==> config.mk <==
export PLATFORM = sky130hd
export DESIGN_NAME = aging_burst_arbiter
export DESIGN_NICKNAME = d
export VERILOG_FILES = /design/src/rtl/arbiter_pkg.sv /design/src/rtl/max_finder.sv /design/src/rtl/aging_burst_arbiter.sv
export SDC_FILE = /design/constraint.sdc
export NUM_CORES = 1
export LEC_CHECK = 0
export CAP_MARGIN = 10
export CORE_MARGIN = 2
export CORE_UTILIZATION = 23
export CTS_CLUSTER_DIAMETER = 100
export DETAILED_ROUTE_END_ITERATION = 8
export GPL_TIMING_DRIVEN = 0
export PLACE_DENSITY_LB_ADDON = 0.2
export SETUP_SLACK_MARGIN = 0.15
export SYNTH_ARGS = -nofsm -noshare
export SYNTH_HDL_FRONTEND = slang
export SYNTH_HIERARCHICAL = 1
export SYNTH_SLANG_ARGS = --single-unit
==> constraint.sdc <==
create_clock -name i_clk -period 6.45 [get_ports i_clk]
set_clock_uncertainty 0.15 [all_clocks]
set_input_delay 1.935 -clock i_clk [delete_from_list [all_inputs] [get_ports i_clk]]
set_output_delay 1.935 -clock i_clk [all_outputs]
set_load 0.01 [all_outputs]
==> src/rtl/arbiter_pkg.sv <==
// Shared types and helpers for the aging burst arbiter.
// Holds the FSM state enum, index width helper and key packing.
package arbiter_pkg;

  typedef enum logic {
    IDLE = 1'b0,
    BUSY = 1'b1
  } arb_state_e;

  // Widest key the packing helper can build; callers truncate.
  localparam int KEY_MAX = 32;

  function automatic int index_width(input int n);
    return (n <= 1) ? 1 : $clog2(n);
  endfunction

  // Key layout, MSB first: {request, boost, priority, rr_bit}.
  function automatic logic [KEY_MAX-1:0] pack_key(
    input logic               req,
    input logic               boost,
    input logic [KEY_MAX-1:0] prio,
    input int                 pw,
    input logic               rr
  );
    logic [KEY_MAX-1:0] hi;
    logic [KEY_MAX-1:0] lo;
    hi = {{(KEY_MAX-2){1'b0}}, req, boost};
    lo = {{(KEY_MAX-1){1'b0}}, rr};
    return (hi << (pw + 1)) | (prio << 1) | lo;
  endfunction

endpackage

==> src/rtl/max_finder.sv <==
// Picks the largest compare key; ties go to the lowest index.
// Returns a one-hot location and the value carried by the winner.
module max_finder #(
  parameter int N             = 4,
  parameter int COMPARE_WIDTH = 5,
  parameter int VALUE_WIDTH   = 2
) (
  input  logic [N*COMPARE_WIDTH-1:0] i_compare,
  input  logic [N*VALUE_WIDTH-1:0]   i_value,
  output logic [N-1:0]               o_location,
  output logic [VALUE_WIDTH-1:0]     o_value
);

  logic [COMPARE_WIDTH-1:0] best;

  // Linear scan; strict greater-than keeps the lowest index on ties.
  always_comb begin
    best       = i_compare[COMPARE_WIDTH-1:0];
    o_value    = i_value[VALUE_WIDTH-1:0];
    o_location = '0;
    o_location[0] = 1'b1;
    for (int i = 1; i < N; i++) begin
      if (i_compare[i*COMPARE_WIDTH +: COMPARE_WIDTH] > best) begin
        best       = i_compare[i*COMPARE_WIDTH +: COMPARE_WIDTH];
        o_value    = i_value[i*VALUE_WIDTH +: VALUE_WIDTH];
        o_location = '0;
        o_location[i] = 1'b1;
      end
    end
  end

endmodule

==> src/rtl/aging_burst_arbiter.sv <==
// Priority arbiter with round-robin tie-break and aging boost.
// Grants are registered and held until the burst signals i_done.
import arbiter_pkg::*;

module aging_burst_arbiter #(
  parameter  int REQUEST_WIDTH  = 4,
  parameter  int PRIORITY_WIDTH = 2,
  parameter  int AGE_LIMIT      = 7,
  localparam int AGE_WIDTH      = $clog2(AGE_LIMIT + 1),
  localparam int INDEX_WIDTH    = index_width(REQUEST_WIDTH)
) (
  input  logic                                    i_clk,
  input  logic                                    i_rst,
  input  logic [REQUEST_WIDTH-1:0]                i_request,
  input  logic [REQUEST_WIDTH*PRIORITY_WIDTH-1:0] i_priority,
  input  logic                                    i_done,
  output logic [REQUEST_WIDTH-1:0]                o_grant,
  output logic [INDEX_WIDTH-1:0]                  o_grant_index,
  output logic                                    o_busy
);

  localparam int CW = 1 + 1 + PRIORITY_WIDTH + 1;
  localparam int IW = INDEX_WIDTH;
  localparam logic [AGE_WIDTH-1:0] AGE_MAX = AGE_WIDTH'(AGE_LIMIT);

  arb_state_e state_q, state_d;

  logic [REQUEST_WIDTH-1:0] grant_q, grant_d;
  logic [IW-1:0]            index_q, index_d;
  logic [IW-1:0]            rr_q, rr_d;
  logic [AGE_WIDTH-1:0]     age_q [REQUEST_WIDTH];
  logic [AGE_WIDTH-1:0]     age_d [REQUEST_WIDTH];

  logic [REQUEST_WIDTH*CW-1:0] key_flat;
  logic [REQUEST_WIDTH*IW-1:0] value_flat;
  logic [REQUEST_WIDTH-1:0]    win_loc;
  logic [IW-1:0]               win_idx;
  logic                        any_req;
  logic                        arb_en;
  logic                        clr_en;

  assign any_req = |i_request;

  // Build one arbitration key per requester; value is its index.
  always_comb begin
    key_flat   = '0;
    value_flat = '0;
    for (int i = 0; i < REQUEST_WIDTH; i++) begin
      key_flat[i*CW +: CW] = CW'(pack_key(
        i_request[i],
        age_q[i] == AGE_MAX,
        KEY_MAX'(i_priority[i*PRIORITY_WIDTH +: PRIORITY_WIDTH]),
        PRIORITY_WIDTH,
        IW'(i) > rr_q));
      value_flat[i*IW +: IW] = IW'(i);
    end
  end

  max_finder #(
    .N             (REQUEST_WIDTH),
    .COMPARE_WIDTH (CW),
    .VALUE_WIDTH   (IW)
  ) u_max (
    .i_compare  (key_flat),
    .i_value    (value_flat),
    .o_location (win_loc),
    .o_value    (win_idx)
  );

  // State register.
  always_ff @(posedge i_clk or posedge i_rst) begin
    if (i_rst) state_q <= IDLE;
    else       state_q <= state_d;
  end

  // Next-state logic; done without requests returns to idle.
  always_comb begin
    state_d = state_q;
    unique case (state_q)
      IDLE: if (any_req) state_d = BUSY;
      BUSY: if (i_done && !any_req) state_d = IDLE;
      default: state_d = IDLE;
    endcase
  end

  // FSM outputs: when to arbitrate and when to drop the grant.
  always_comb begin
    arb_en = 1'b0;
    clr_en = 1'b0;
    unique case (state_q)
      IDLE: arb_en = any_req;
      BUSY: begin
        arb_en = i_done && any_req;
        clr_en = i_done && !any_req;
      end
      default: clr_en = 1'b1;
    endcase
  end

  // Grant, index and rr pointer load on arbitration.
  always_comb begin
    grant_d = grant_q;
    index_d = index_q;
    rr_d    = rr_q;
    if (arb_en) begin
      grant_d = win_loc;
      index_d = win_idx;
      rr_d    = win_idx;
    end else if (clr_en) begin
      grant_d = '0;
      index_d = '0;
    end
  end

  // Age counters: winners and idle requesters clear, waiters count.
  always_comb begin
    for (int i = 0; i < REQUEST_WIDTH; i++) begin
      age_d[i] = age_q[i];
      if (!i_request[i]) begin
        age_d[i] = '0;
      end else if (arb_en && win_loc[i]) begin
        age_d[i] = '0;
      end else if (!grant_q[i] && age_q[i] != AGE_MAX) begin
        age_d[i] = age_q[i] + AGE_WIDTH'(1);
      end
    end
  end

  // Datapath registers.
  always_ff @(posedge i_clk or posedge i_rst) begin
    if (i_rst) begin
      grant_q <= '0;
      index_q <= '0;
      rr_q    <= '0;
      for (int i = 0; i < REQUEST_WIDTH; i++) age_q[i] <= '0;
    end else begin
      grant_q <= grant_d;
      index_q <= index_d;
      rr_q    <= rr_d;
      for (int i = 0; i < REQUEST_WIDTH; i++) age_q[i] <= age_d[i];
    end
  end

  assign o_grant       = grant_q;
  assign o_grant_index = index_q;
  assign o_busy        = (state_q == BUSY);

endmodule

==> Word-level counts from Yosys, hierarchy flattened <==
Cells that the tools add are included.
W data, S select, Z words.
{ "totals": {"register_bits": 21, "inputBits": 15, "output_inout_bits": 7} }
{ "classes": {"add_sub_neg": 4, "order_cmp": 7, "eq_ne": 12, "mux": 29, "bitwise": 9, "n_reduce_logical": 17} }
{ "op_table": {"columns": ["operator", "count"], "rows": [
  ["$mux W3", 13],
  ["$or A5 B1 Y5", 4],
  ["$or A5 B3 Y5", 4],
  ["$gt A5 B5 Y1", 3],
  ["$add A3 B1 Y3 const B", 4],
  ["$eq A3 B3 Y1 const B", 4],
  ["$mux W4", 3],
  ["$ne A3 B1 Y1 const B", 4],
  ["$ne A3 B3 Y1 const B", 4],
  ["$logic_and A1 B1 Y1", 10],
  ["$mux W2", 5],
  ["$mux W5", 2],
  ["$logic_not A1 Y1", 5],
  ["$gt A1 B2 Y1 const A", 2],
  ["$gt A2 B2 Y1 const A", 2],
  ["$mux W1", 4],
  ["$pmux W1 S2", 2],
  ["$reduce_or A4 Y1", 1],
  ["$reduce_bool A2 Y1", 1],
  ["$not A1 Y1", 1]
]} }

==> Depth between registers and ports, before layout <==
Gate-level depths: netlist (run 1).
{ "depth": {"word_depth": 12, "mapped_depth": 23, "mapped_depth_nobuf": 23} }

==> Hierarchy <==
The synthesis (run 1) kept the hierarchy.
{ "by_module_without_submodules": {"columns": ["module", "n_inst", "cells_per_inst", "area_per_inst_um2"], "rows": [
  ["aging_burst_arbiter", 1, 98, 1043.5],
  ["max_finder", 1, 71, 566.8]
]} }

==> Worst setup path before layout (run 1) <==
Ideal clock, no wire load.
{ "synth_timing": {"path_kind": "input port to flip-flop", "startpoint": "input port i_request[0]", "endpoint": "register index_q[0], in the netlist o_grant_index[0]", "setup_time_ns": 0.126, "t_arrival_ns": 5.601, "setup_slack_ns": 0.573, "stages": 19, "cell_sequence": "inv_1 -> ha_1 -> a21oi_1 -> o21ai_1 -> o22ai_2 -> mux2_4 -> ha_1 -> inv_1 -> or2_2 -> nand2_2 -> nor2_1 -> a21o_1 -> ha_1 -> and3_1 -> a211oi_1 -> a32oi_1 -> or3_1 -> o211a_1 -> a221o_2"} }
{ "synth_between": {"elab_chain_len": 9, "word_cells_on_any_way": 18, "cone_classes": "order compare (3); mux (8); bitwise (2); reduce/logical (5)"} }
{ "synth_lines": {"columns": ["element", "line", "text"], "rows": [
  ["from (decl)", "aging_burst_arbiter.sv:14", "input logic [REQUEST_WIDTH-1:0] i_request,"],
  ["$or A5 B3 Y5 (*)", "arbiter_pkg.sv:29", "return (hi << (pw + 1)) | (prio << 1) | lo;"],
  ["$or A5 B1 Y5 (*)", "arbiter_pkg.sv:29", null],
  ["$gt A5 B5 Y1", "max_finder.sv:23", "if (i_compare[i*COMPARE_WIDTH +: COMPARE_WIDTH] > best) begin"],
  ["$mux W5", "max_finder.sv:23", null],
  ["$gt A5 B5 Y1", "max_finder.sv:23", null],
  ["$mux W5", "max_finder.sv:23", null],
  ["$gt A5 B5 Y1", "max_finder.sv:23", null],
  ["$mux W2 (*)", "max_finder.sv:23", null],
  ["net win_idx[0]", "aging_burst_arbiter.sv:37", "logic [IW-1:0] win_idx;"],
  ["$mux W2 (*)", "aging_burst_arbiter.sv:105", "if (arb_en) begin"],
  ["to (signal assigned)", "aging_burst_arbiter.sv:138", "index_q <= index_d;"],
  ["to (decl)", "aging_burst_arbiter.sv:29", "logic [IW-1:0] index_q, index_d;"]
]} }
The timed path passes the listed nets; every way through them passes the cells marked *.
A chain may end at the register's enable or synchronous reset.

==> Final worst setup path (run 1) <==
Same ends and word-level chain as after synthesis.

==> results of run 1 <==
synthesized netlist by cell type (2+ instances only):
library cell | n | share of area
o211a_1 | 2 | 0.012
xnor2_1 | 4 | 0.022
a32oi_1 | 2 | 0.011
conb_1 | 2 | 0.0047
ha_1 | 23 | 0.18
o21ai_0 | 15 | 0.047
and3_1 | 2 | 0.0078
a22o_2 | 4 | 0.025
nor2_1 | 16 | 0.037
mux2_2 | 3 | 0.021
dfrtp_1 | 21 | 0.33
nand2_1 | 13 | 0.030
or3_1 | 2 | 0.0078
a21o_1 | 4 | 0.019
mux2i_1 | 5 | 0.031
mux2_4 | 2 | 0.019
inv_1 | 15 | 0.035
a21oi_1 | 12 | 0.037
nor2b_1 | 2 | 0.0078
nand2b_1 | 3 | 0.012
power groups by stage:
| stage | registers, uW | logic, uW | clock network (uW) |
|---|---|---|---|
| 2_1_floorplan | 209 | 193 | 0 |
| 3_3_place_gp | 210 | 278 | 0 |
| 3_5_place_dp | 211 | 278 | 0 |
| 4_1_cts | 208 | 303 | 92.3 |
| 5_1_grt | 214 | 366 | 96.8 |
| 6_report | 207 | 320 | 87.8 |
how the worst max path moves through the flow:
stage                        from                            to  cells past startpoint
floorplan            i_request[0]  o_grant_index[0]$_DFFE_PP0P_                     19
global placement     i_request[0]          age_q[6]$_DFFE_PP0P_                     22
detailed placement   i_request[0]          age_q[6]$_DFFE_PP0P_                     22
CTS                 i_priority[1]  o_grant_index[0]$_DFFE_PP0P_                     20
global route         i_request[0]  o_grant_index[0]$_DFFE_PP0P_                     20
finish               i_request[0]  o_grant_index[0]$_DFFE_PP0P_                     21
cell type report:
cell class / instances / area, um2
fill: 739 / 4640
tap: 96 / 120
clock inverter: 1 / 5.00
inverter: 15 / 56.3
sequential: 21 / 526
clock buffer: 3 / 41.3
timing repair buffer: 28 / 265
multi-input combinational: 141 / 1140
registers in the layout (all words and copies together) (netlist names):
register / flops
age_q: 12
o_grant: 4
o_grant_index: 2
rr_q: 2
o_busy: 1
per-layer routing:
metal | GRT usage | wire (um)
met5 | 0 | 0
met4 | 0.0294 | 19
met3 | 0.0104 | 140
met2 | 0.152 | 1570
met1 | 0.149 | 1920
kinds of logic after synthesis:
logic type	synth area share
simple gates	0.166
compound gates	0.197
fa+ha+maj	0.179
flops	0.326
buf+inv	0.0350
mux	0.0707
xor+xnor	0.0218
other cells	0.00466
worst register-to-register path, cell delays in order, from the launching register on:
cell	delay [ns]
dfrtp_1	0.40
ha_1	0.20
ha_1	0.26
ha_1	0.34
nand4_2	0.17
o22ai_4	0.29
buf_6	0.15
mux2_4	0.30
ha_1	0.27
inv_1	0.03
or2_4	0.23
nand2_4	0.09
nor2_1	0.05
a21o_1	0.16
ha_1	0.28
and3_1	0.16
a211oi_2	0.17
a32oi_2	0.12
a21o_1	0.24
o211a_1	0.24
a221o_2	0.36
timing repair:
| item | in CTS | in global routing |
|---|---|---|
| pin swaps | 2 | 10 |
| setup buffers | 3 | 4 |
| resized for setup | 9 | 15 |
| endpoints found under the hold margin | 0 | 0 |
| setup endpoints to repair | 20 | 18 |
stage by stage:
step	total power [uW]	hold WS [ns]	worst slack (ns)	instances	instance area [um2]
4_1_cts	603	0.373	0.163	301	2070
2_1_floorplan	401	0.355	0.573	177	1640
3_5_place_dp	489	0.354	-0.823	294	1970
5_1_grt	676	0.381	0.122	305	2150
3_3_place_gp	488	0.351	-0.867	294	1970
6_report	615	0.362	0.355	305	2150
==> summary.md, run 1 <==
| Metric | Value |
|---|---|
| Status | `finished clean` |
| Die area | `between 7000 and 8000 um2` |
| Chip width | `87.7 um` |
| CTS root buf | `clkbuf_8` |
| FMAX | `0.164 GHz` |
| Initial DRC Count | `34` |
| Yosys Warn Count | `6` |
| Hold path depth | `1` |
| Period minus WS final | `6.09 ns` |
| CP Class | `primary input to flop` |
| Final setup fails | `0` |
| I/O pins | `22` |
| Largest net degree at the start of global routing | `22` |
| Syn Std Cell Area | `~1600 um2` |
| Commonest non-fill, non-tap cells in the layout | `22 x ha_1, 21 x dfrtp_1, 19 x clkdlybuf4s50_1, 16 x nor2_1, 15 x inv_1` |
| Starting Density | `0.237` |
| CP top delay family | `compound AO/OA/AOI/OAI gates` |
| P_sw | `233 uW` |
| Most common cell after layout, fill and taps aside | `ha_1` |
| Reg2reg start | `age_q[6]$_DFFE_PP0P_` |
| Switching share of power | `0.379` |
| DR pass1 iterations | `4` |
| Hold Crit Class | `flop to flop` |
| WHS Endpoint | `o_grant_index[1]$_DFFE_PP0P_` |
| Hold_sp | `o_grant_index[1]$_DFFE_PP0P_` |
| Clock Pin Slew Worst Setup and Hold Paths | `0.08 ns` |
| Wire length per cell | `around 12 um` |
| TritonCTS clock tree | `done` |
| First-pass GRT wire length | `a little over 6000 um` |
| Die height | `87.7 um` |
| Hpwl dp | `2740 um` |
| Maximum vdd drop | `about 110 uV` |
| Final clock period utilization by the worst path | `0.945` |
| Comb power frac | `0.521` |
| Clk pwr share | `0.143` |
| Post-synth ARST share | `1.00` |
| Critical path cell sequence | `clkdlybuf4s15_1 -> inv_1 -> ha_1 -> a21oi_1 -> o21ai_2 -> o22ai_4 -> buf_6 -> mux2_4 -> ha_1 -> inv_1 -> or2_4 -> nand2_4 -> nor2_1 -> a21o_1 -> ha_1 -> and3_1 -> a211oi_2 -> a32oi_2 -> a21o_1 -> o211a_1 -> a221o_2` |
| Buf/Inv on CP | `4` |
| Post-synthesis area per instance | `9.53 um2` |
| Overflow after GRT | `0` |
| Crit-path slowest cell | `a221o_2` |
| Worst Path Arrival | `6.09 ns` |
| Worst slew pin tran | `around 0.83 ns` |
| Antenna Cells | `0` |
| Max_cap viols | `0` |
| Drt drc | `0` |
| Cells after Synth | `169` |
| Crit. End Element | `flop` |
| Slew HR | `0.449` |
| Fin. Hold Viols | `0` |
| Worst r2r path cells | `20` |
| IO buf count | `21` |
| Req. time, crit path | `around 6.4 ns` |
| Core footprint | `6790 um2` |
| Prevailing post-synth register cell | `dfrtp_1` |
| Area grow syn2layout | `33.8%` |
| CTS Buf Count | `3` |
| Via count | `~1.3k` |
| PwrDens | `285 nW/um2` |
| Post-synth EDFFs | `0` |
| Final Wtd Congestion | `0.707` |
| # hold bufs at CTS | `0` |
| Crit Path Max Fanout | `7` |
| RSZ-0062 raised after global routing | `false` |
| Clk_lat worst skew | `0.26 ns` |
| Initial antenna violation count | `0` |
| Internal power | `382 uW` |
| Reg power frac | `0.336` |
| Rows | `30` |
| Post-layout nets | `248` |
| Netlist cell types | `37` |
| Critical path launch point type | `primary input` |
| Clk buf depth | `2` |
| Most frequent CP cell | `ha_1` |
| Share of cells above drive strength 1 | `0.201` |
| Worst path max stage delay | `0.36 ns` |
| #FFs+latches synth | `21` |
| Via count of the first global-routing pass | `1303` |
| All-Layer GR Usage | `0.0996` |
| Drt total wl | `about 3600 um` |
| Htree depth | `1` |
| Sequential fraction of the synthesis area | `0.326` |
| Vias per cell | `4.21` |
| Slew Viols, Final | `0` |
| Final ANT Viol Nets | `0` |
| Total clock sinks | `21` |
| Worst r2r dst | `o_grant_index[0]$_DFFE_PP0P_` |
| Sum of negative setup slack | `0 ns` |
| Static leakage | `around 0.001 uW` |
| Reg2reg setup slack | `1.65 ns` |
| Final Core Density | `0.317` |
No activity file was read; power rests on OpenSTA's default activity.
==> run 2: changes to the inputs <==
--- a/config.mk
+++ b/config.mk
@@ -11,7 +11,6 @@
 export CTS_CLUSTER_DIAMETER = 100
 export DETAILED_ROUTE_END_ITERATION = 8
 export GPL_TIMING_DRIVEN = 0
-export PLACE_DENSITY_LB_ADDON = 0.2
 export SETUP_SLACK_MARGIN = 0.15
 export SYNTH_ARGS = -nofsm -noshare
 export SYNTH_HDL_FRONTEND = slang
==> constraint.sdc (replaced) <==
create_clock -name i_clk -period 7 [get_ports i_clk]
set_clock_uncertainty 0.15 [all_clocks]
set_input_delay 2.1 -clock i_clk [delete_from_list [all_inputs] [get_ports i_clk]]
set_output_delay 2.1 -clock i_clk [all_outputs]
set_load 0.01 [all_outputs]
==> run 2 against run 1 <==
Net effect: utilization fell by 1.4 points; largest power group unchanged; cell count fell by 1.6%; sequential cell count did not move; worst hold slack got worse by 0.0047 ns; first-iteration DRC count fell by 35%; global-route usage fell by 0.77 points; critical path depth fell by 1; sequential share of layout area rose by 1.1 points; die area did not move.
==> summary.md, run 2 (synthesis results as in run 1) <==
| Metric | Value |
|---|---|
| Worst path max stage delay | `0.49 ns (+0.13 ns)` |
| Slew HR | `0.465 (+0.0160)` |
| Fill cells | `737 (-0.27%)` |
| Critical path launch point type | `primary input` |
| IO buf count | `21 (unchanged)` |
| Clk buf depth | `2 (unchanged)` |
| Htree depth | `1 (unchanged)` |
| Core footprint | `6790 um2 (unchanged)` |
| Starting Density | `0.237 (unchanged)` |
| Req. time, crit path | `6.99 ns (+0.55 ns)` |
| Share of cells above drive strength 1 | `0.147 (-0.0539)` |
| Crit Path Max Fanout | `10 (+3)` |
| Final hold slack | `0.357 ns (-0.00470 ns)` |
| Total clock sinks | `21 (unchanged)` |
| PwrDens | `260 nW/um2 (-9.0%)` |
| Max_cap viols | `0 (unchanged)` |
| Via count | `1299 (+1.1%)` |
| Buf/Inv on CP | `2 (-2)` |
| Reg2reg start | `age_q[6]$_DFFE_PP0P_` |
| RSZ-0062 raised after global routing | `false` |
| Area grow syn2layout | `28.0%` |
| Worst Path Arrival | `6.57 ns (+0.48 ns)` |
| CTS root buf | `clkbuf_8` |
| CP Class | `primary input to flop` |
| # hold bufs at CTS | `0 (unchanged)` |
| Period minus WS final | `6.58 ns` |
| Sum of negative setup slack | `0 ns (unchanged)` |
| Maximum vdd drop | `173 uV (+57%)` |
| Initial antenna violation count | `0 (unchanged)` |
| Clock Pin Slew Worst Setup and Hold Paths | `0.07 ns (about the same)` |
| Slew Viols, Final | `0 (unchanged)` |
| Post-layout nets | `243 (-2.0%)` |
| Max FFs per register | `12 (unchanged)` |
| All-Layer GR Usage | `0.0919 (-0.00769)` |
| Worst slew pin tran | `0.801 ns (-0.0240 ns)` |
| TritonCTS clock tree | `done` |
| Most frequent CP cell | `ha_1` |
| Initial DRC Count | `22 (-35%)` |
| Final setup fails | `0 (unchanged)` |
| Status | `finished clean` |
| Crit path from | `i_priority[1]` |
| Hold Crit Class | `flop to flop` |
| Wire length per cell | `11.2 um (-6.5%)` |
| Die height | `87.7 um (unchanged)` |
| Static leakage | `0.000969 uW (-2.0%)` |
| Die area | `7690 um2 (unchanged)` |
| Crit-path slowest cell | `clkdlybuf4s50_1` |
| Antenna Cells | `0 (unchanged)` |
| CTS Buf Count | `3 (unchanged)` |
| Crit. End Element | `flop` |
| I/O pins | `22 (unchanged)` |
| DR pass1 iterations | `4 (unchanged)` |
| Drt total wl | `3360 um (-8.0%)` |
| Fin. Hold Viols | `0 (unchanged)` |
| Drt drc | `0 (unchanged)` |
| Largest net degree at the start of global routing | `22 (unchanged)` |
| Via count of the first global-routing pass | `1265 (-2.9%)` |
| Clk_lat worst skew | `0.25 ns (about the same)` |
| Hpwl dp | `2630 um (-4.1%)` |
| Final ANT Viol Nets | `0 (unchanged)` |
| Rows | `30 (unchanged)` |
| Final clock period utilization by the worst path | `0.940` |
| Overflow after GRT | `0 (unchanged)` |
| Most common cell after layout, fill and taps aside | `ha_1` |
| Top reg by flops | `age_q` |
| CP top delay family | `compound AO/OA/AOI/OAI gates` |
| Commonest non-fill, non-tap cells in the layout | `23 x ha_1, 21 x dfrtp_1, 19 x clkdlybuf4s50_1, 16 x nor2_1, 15 x inv_1` |
| Hold_sp | `o_grant_index[1]$_DFFE_PP0P_` |
| First-pass GRT wire length | `5730 um (-5.1%)` |
| Vias per cell | `4.33 (+2.8%)` |
| FMAX | `0.152 GHz` |
| Final Wtd Congestion | `0.753 (+6.5%)` |
| Chip width | `87.7 um (unchanged)` |
| Critical path cell sequence | `clkdlybuf4s50_1 -> inv_1 -> ha_1 -> a21oi_1 -> o21ai_1 -> o22ai_4 -> mux2i_2 -> ha_1 -> nand4_1 -> or2_2 -> nand2_2 -> nor2_1 -> a21o_1 -> ha_1 -> and3_1 -> a211oi_1 -> a32oi_2 -> a21o_1 -> o211a_1 -> a221o_2` |
run 2: repair_timing:
action / 4_1_cts / 5_1_grt
endpoints found under the setup margin: 15 / 18
pin swaps: 1 / 1
gates cloned: 0 / 0
resized for setup: 2 / 7
setup buffers: 1 / 1
run 2: through the flow:
| stage | utilization | power, uW | setup slack [ns] | instances | area [um2] |
|---|---|---|---|---|---|
| after floorplan | - | 370 | 0.958 | 177 | 1640 |
| after global placement | 0.290 | 444 | -0.322 | 294 | 1970 |
| after detailed placement | 0.290 | 449 | -0.310 | 294 | 1970 |
| after CTS | 0.300 | 538 | 0.173 | 299 | 2040 |
| after global routing | 0.303 | 586 | 0.155 | 300 | 2060 |
| final | 0.303 | 535 | 0.421 | 300 | 2060 |
run 2: worst paths after layout:
kind | slack [ns] | depth (start not counted) | end
hold reg to reg | 0.36 | 1 | o_grant_index[1]$_DFFE_PP0P_
hold / removal | 0.36 | 1 | o_grant_index[1]$_DFFE_PP0P_
setup / recovery | 0.42 | 20 | o_grant_index[0]$_DFFE_PP0P_
max in group asynchronous | 4.06 | 2 | rr_q[1]$_DFFE_PP0N_
setup reg to reg | 1.93 | 20 | o_grant_index[0]$_DFFE_PP0P_
min in group asynchronous | 2.14 | 2 | age_q[7]$_DFFE_PP0P_
run 2: final cells by class:
class	instances	area, um2	share of cell area
clock buffer	4	45.0	0.0218
sequential	21	526	0.255
timing repair buffer	23	230	0.112
multi-input combinational	141	1080	0.526
inverter	15	56.3	0.0273
tap	96	120	0.0583
run 2: power breakdown:
group | total (uW) | leakage [uW] | internal (uW) | switching [uW]
clock network | 77.0 | 0.0000228 | 40.4 | 36.6
registers | 191 | 0.000269 | 161 | 30.3
logic | 267 | 0.000677 | 134 | 133
total | 535 | 0.000969 | 335 | 200
run 2: metal layers:
metal | GRT usage | vias up | routed length (um)
met1 | 0.134 | 607 | 1720
li1 | - | 667 | -
met4 | 0.0238 | 0 | 14
met2 | 0.140 | 23 | 1470
met3 | 0.0151 | 2 | 148
met5 | 0 | - | 0
==> run 3: changes to the inputs <==
--- a/config.mk
+++ b/config.mk
@@ -10,7 +10,6 @@
 export CORE_UTILIZATION = 23
 export CTS_CLUSTER_DIAMETER = 100
 export DETAILED_ROUTE_END_ITERATION = 8
-export GPL_TIMING_DRIVEN = 0
 export SETUP_SLACK_MARGIN = 0.15
 export SYNTH_ARGS = -nofsm -noshare
 export SYNTH_HDL_FRONTEND = slang
==> run 3 against run 2 <==
Net effect: fmax decreased by 0.45%; global-route usage increased by 0.52 points; setup slack got worse by 0.030 ns; wire length increased by 5.1%; combinational power increased by 4%; critical path type unchanged.
==> summary.md, run 3 (synthesis results as in run 1) <==
| Metric | Value |
|---|---|
| Initial antenna violation count | `0 (unchanged)` |
| I/O pins | `22 (unchanged)` |
| TritonCTS clock tree | `done` |
| Storage element area | `526 um2 (unchanged)` |
| Status | `finished clean` |
| DR pass1 iterations | `4 (unchanged)` |
| Drt drc | `0 (unchanged)` |
| CTS Buf Count | `3 (unchanged)` |
| Largest net degree at the start of global routing | `22 (unchanged)` |
| Most common cell after layout, fill and taps aside | `ha_1` |
| Share of cells above drive strength 1 | `0.175 (+0.0283)` |
| Die area | `7690 um2 (unchanged)` |
| Critical path cell sequence | `clkdlybuf4s50_1 -> inv_1 -> ha_1 -> a21oi_2 -> o21ai_2 -> o22ai_4 -> buf_4 -> mux2_4 -> ha_1 -> inv_1 -> or2_2 -> nand2_4 -> nor2_1 -> a21o_1 -> ha_1 -> and3_1 -> a211oi_1 -> a32oi_1 -> buf_4 -> or3_1 -> o211a_1 -> a221o_2` |
| Fill cells | `701 (-4.9%)` |
| Htree depth | `1 (unchanged)` |
| Final Wtd Congestion | `0.787 (+4.4%)` |
| Inst Count DP | `297 (+1.0%)` |
| Total clock sinks | `21 (unchanged)` |
| Wire length per cell | `11.5 um (+2.7%)` |
| Slew Viols, Final | `0 (unchanged)` |
| Rows | `30 (unchanged)` |
| Most frequent CP cell | `ha_1` |
| Top reg by flops | `age_q` |
| Worst path max stage delay | `0.48 ns (about the same)` |
| PwrDens | `259 nW/um2 (about the same)` |
| Fin. Hold Viols | `0 (unchanged)` |
| Die height | `87.7 um (unchanged)` |
| RSZ-0062 raised after global routing | `false` |
| Worst slew pin tran | `0.838 ns (+0.0367 ns)` |
| Crit Path Max Fanout | `7 (-3)` |
| Core footprint | `6790 um2 (unchanged)` |
| CP Class | `primary input to flop` |
| Clk_lat worst skew | `0.26 ns (about the same)` |
| CTS root buf | `clkbuf_8` |
| Antenna Cells | `0 (unchanged)` |
| Finished Layout Cells | `307 (+2.3%)` |
| Vias per cell | `4.34 (+0.13%)` |
| Worst Path Arrival | `6.60 ns (+0.03 ns)` |
| Initial DRC Count | `35 (+59%)` |
| Area grow syn2layout | `31.1%` |
| Setup Slack @ Placement | `-0.00783 ns (+0.303 ns)` |
| Req. time, crit path | `6.99 ns (about the same)` |
| Hold Crit Class | `flop to flop` |
| Area of the multi-input gates | `1090 um2 (+0.12%)` |
| # hold bufs at CTS | `0 (unchanged)` |
| FMAX | `0.151 GHz (-0.45%)` |
| Crit-path slowest cell | `clkdlybuf4s50_1` |
| Static leakage | `0.000989 uW (+2.1%)` |
| Clock Pin Slew Worst Setup and Hold Paths | `0.07 ns (about the same)` |
| Maximum vdd drop | `101 uV (-42%)` |
| Post-layout nets | `250 (+2.9%)` |
| Via count of the first global-routing pass | `1293 (+2.2%)` |
| Hpwl dp | `2790 um (+6.4%)` |
| Commonest non-fill, non-tap cells in the layout | `23 x ha_1, 21 x dfrtp_1, 21 x clkdlybuf4s50_1, 16 x nor2_1, 15 x inv_1` |
| Final setup fails | `0 (unchanged)` |
| Max_cap viols | `0 (unchanged)` |
| Setup ws final | `0.391 ns (-0.0300 ns)` |
| Final ANT Viol Nets | `0 (unchanged)` |
| Period minus WS final | `6.61 ns (+0.0300 ns)` |
| Clk buf depth | `2 (unchanged)` |
| Final clock period utilization by the worst path | `0.944 (+0.00429)` |
| Crit. End Element | `flop` |
| Drt total wl | `3530 um (+5.1%)` |
| Slew HR | `0.441 (-0.0245)` |
| Via count | `1331 (+2.5%)` |
| First-pass GRT wire length | `5960 um (+4.1%)` |
| Starting Density | `0.237 (unchanged)` |
| Chip width | `87.7 um (unchanged)` |
| Tot Pwr | `547 uW (+2.3%)` |
| All-Layer GR Usage | `0.0972 (+0.00521)` |
| Max FFs per register | `12 (unchanged)` |
| IO buf count | `21 (unchanged)` |
| Overflow after GRT | `0 (unchanged)` |
| Critical path launch point type | `primary input` |
-- run 3: cell count changes in the layout (fill, tap and decap cells not counted), sizes merged --
cell / previous run / this run
dlymetal6s2s: 2 / 0
buf: 2 / 9
clkdlybuf4s50: 19 / 21
-- run 3: per-stage QoR --
stage / hold slack (ns) / utilization / cell area [um2] / setup TNS (ns)
after floorplan: 0.355 / - / 1640 / 0
after CTS: 0.370 / 0.300 / 2040 / 0
after global placement: 0.342 / 0.293 / 1990 / 0
after global routing: 0.384 / 0.311 / 2110 / 0
final: 0.359 / 0.311 / 2110 / 0
after detailed placement: 0.353 / 0.293 / 1990 / -0.00783
-- run 3: report_power, final --
| group | switching [uW] | internal (uW) | leakage (uW) | total, uW |
|---|---|---|---|---|
| sequential | 31.1 | 161 | 0.000269 | 192 |
| clock | 38.3 | 40.5 | 0.0000228 | 78.9 |
| combinational | 133 | 144 | 0.000697 | 277 |
-- run 3: layout make-up --
| type | count | area share |
|---|---|---|
| Timing Repair Buffer | 30 | 0.132 |
| Multi-Input combinational cell | 141 | 0.515 |
| Tap cell | 96 | 0.0569 |
| Sequential cell | 21 | 0.249 |
| Inverter | 15 | 0.0267 |
| Clock buffer | 4 | 0.0213 |
-- run 3: repair_timing --
| item | CTS | global route |
|---|---|---|
| endpoints found under the setup margin | 0 | 14 |
| resized for setup | 0 | 7 |
| setup buffers | 0 | 6 |
-- run 3: path summary, 6_finish.rpt --
check                      slack [ns]  cells past startpoint                    startpoint                            to
min                              0.36                      1  o_grant_index[1]$_DFFE_PP0P_  o_grant_index[1]$_DFFE_PP0P_
min reg2reg                      0.36                      1  o_grant_index[1]$_DFFE_PP0P_  o_grant_index[1]$_DFFE_PP0P_
max in group asynchronous        4.03                      2                         i_rst           rr_q[0]$_DFFE_PP0N_
max reg2reg                      1.95                     21          age_q[6]$_DFFE_PP0P_  o_grant_index[0]$_DFFE_PP0P_
min in group asynchronous        2.16                      2                         i_rst          age_q[7]$_DFFE_PP0P_
max                              0.39                     22                  i_request[0]  o_grant_index[0]$_DFFE_PP0P_
-- run 3: layer usage --
metal  part of all wire  vias to the layer above  track usage
li1                   -                      676            -
met1               0.51                      628        0.142
met2               0.44                       22        0.147
met3              0.034                        5       0.0132
met4              0.013                        0       0.0336
met5                  0                        -            0
-- run 3: worst max-delay path, delay by kind of cell --
family / cells / cell delay, ns
muxes: 1 / 0.29
buffers and inverters: 5 / 0.91
and+or+nand+nor: 5 / 0.94
AOI/OAI and AO/OA: 8 / 1.47
adders and majority gates: 3 / 0.88
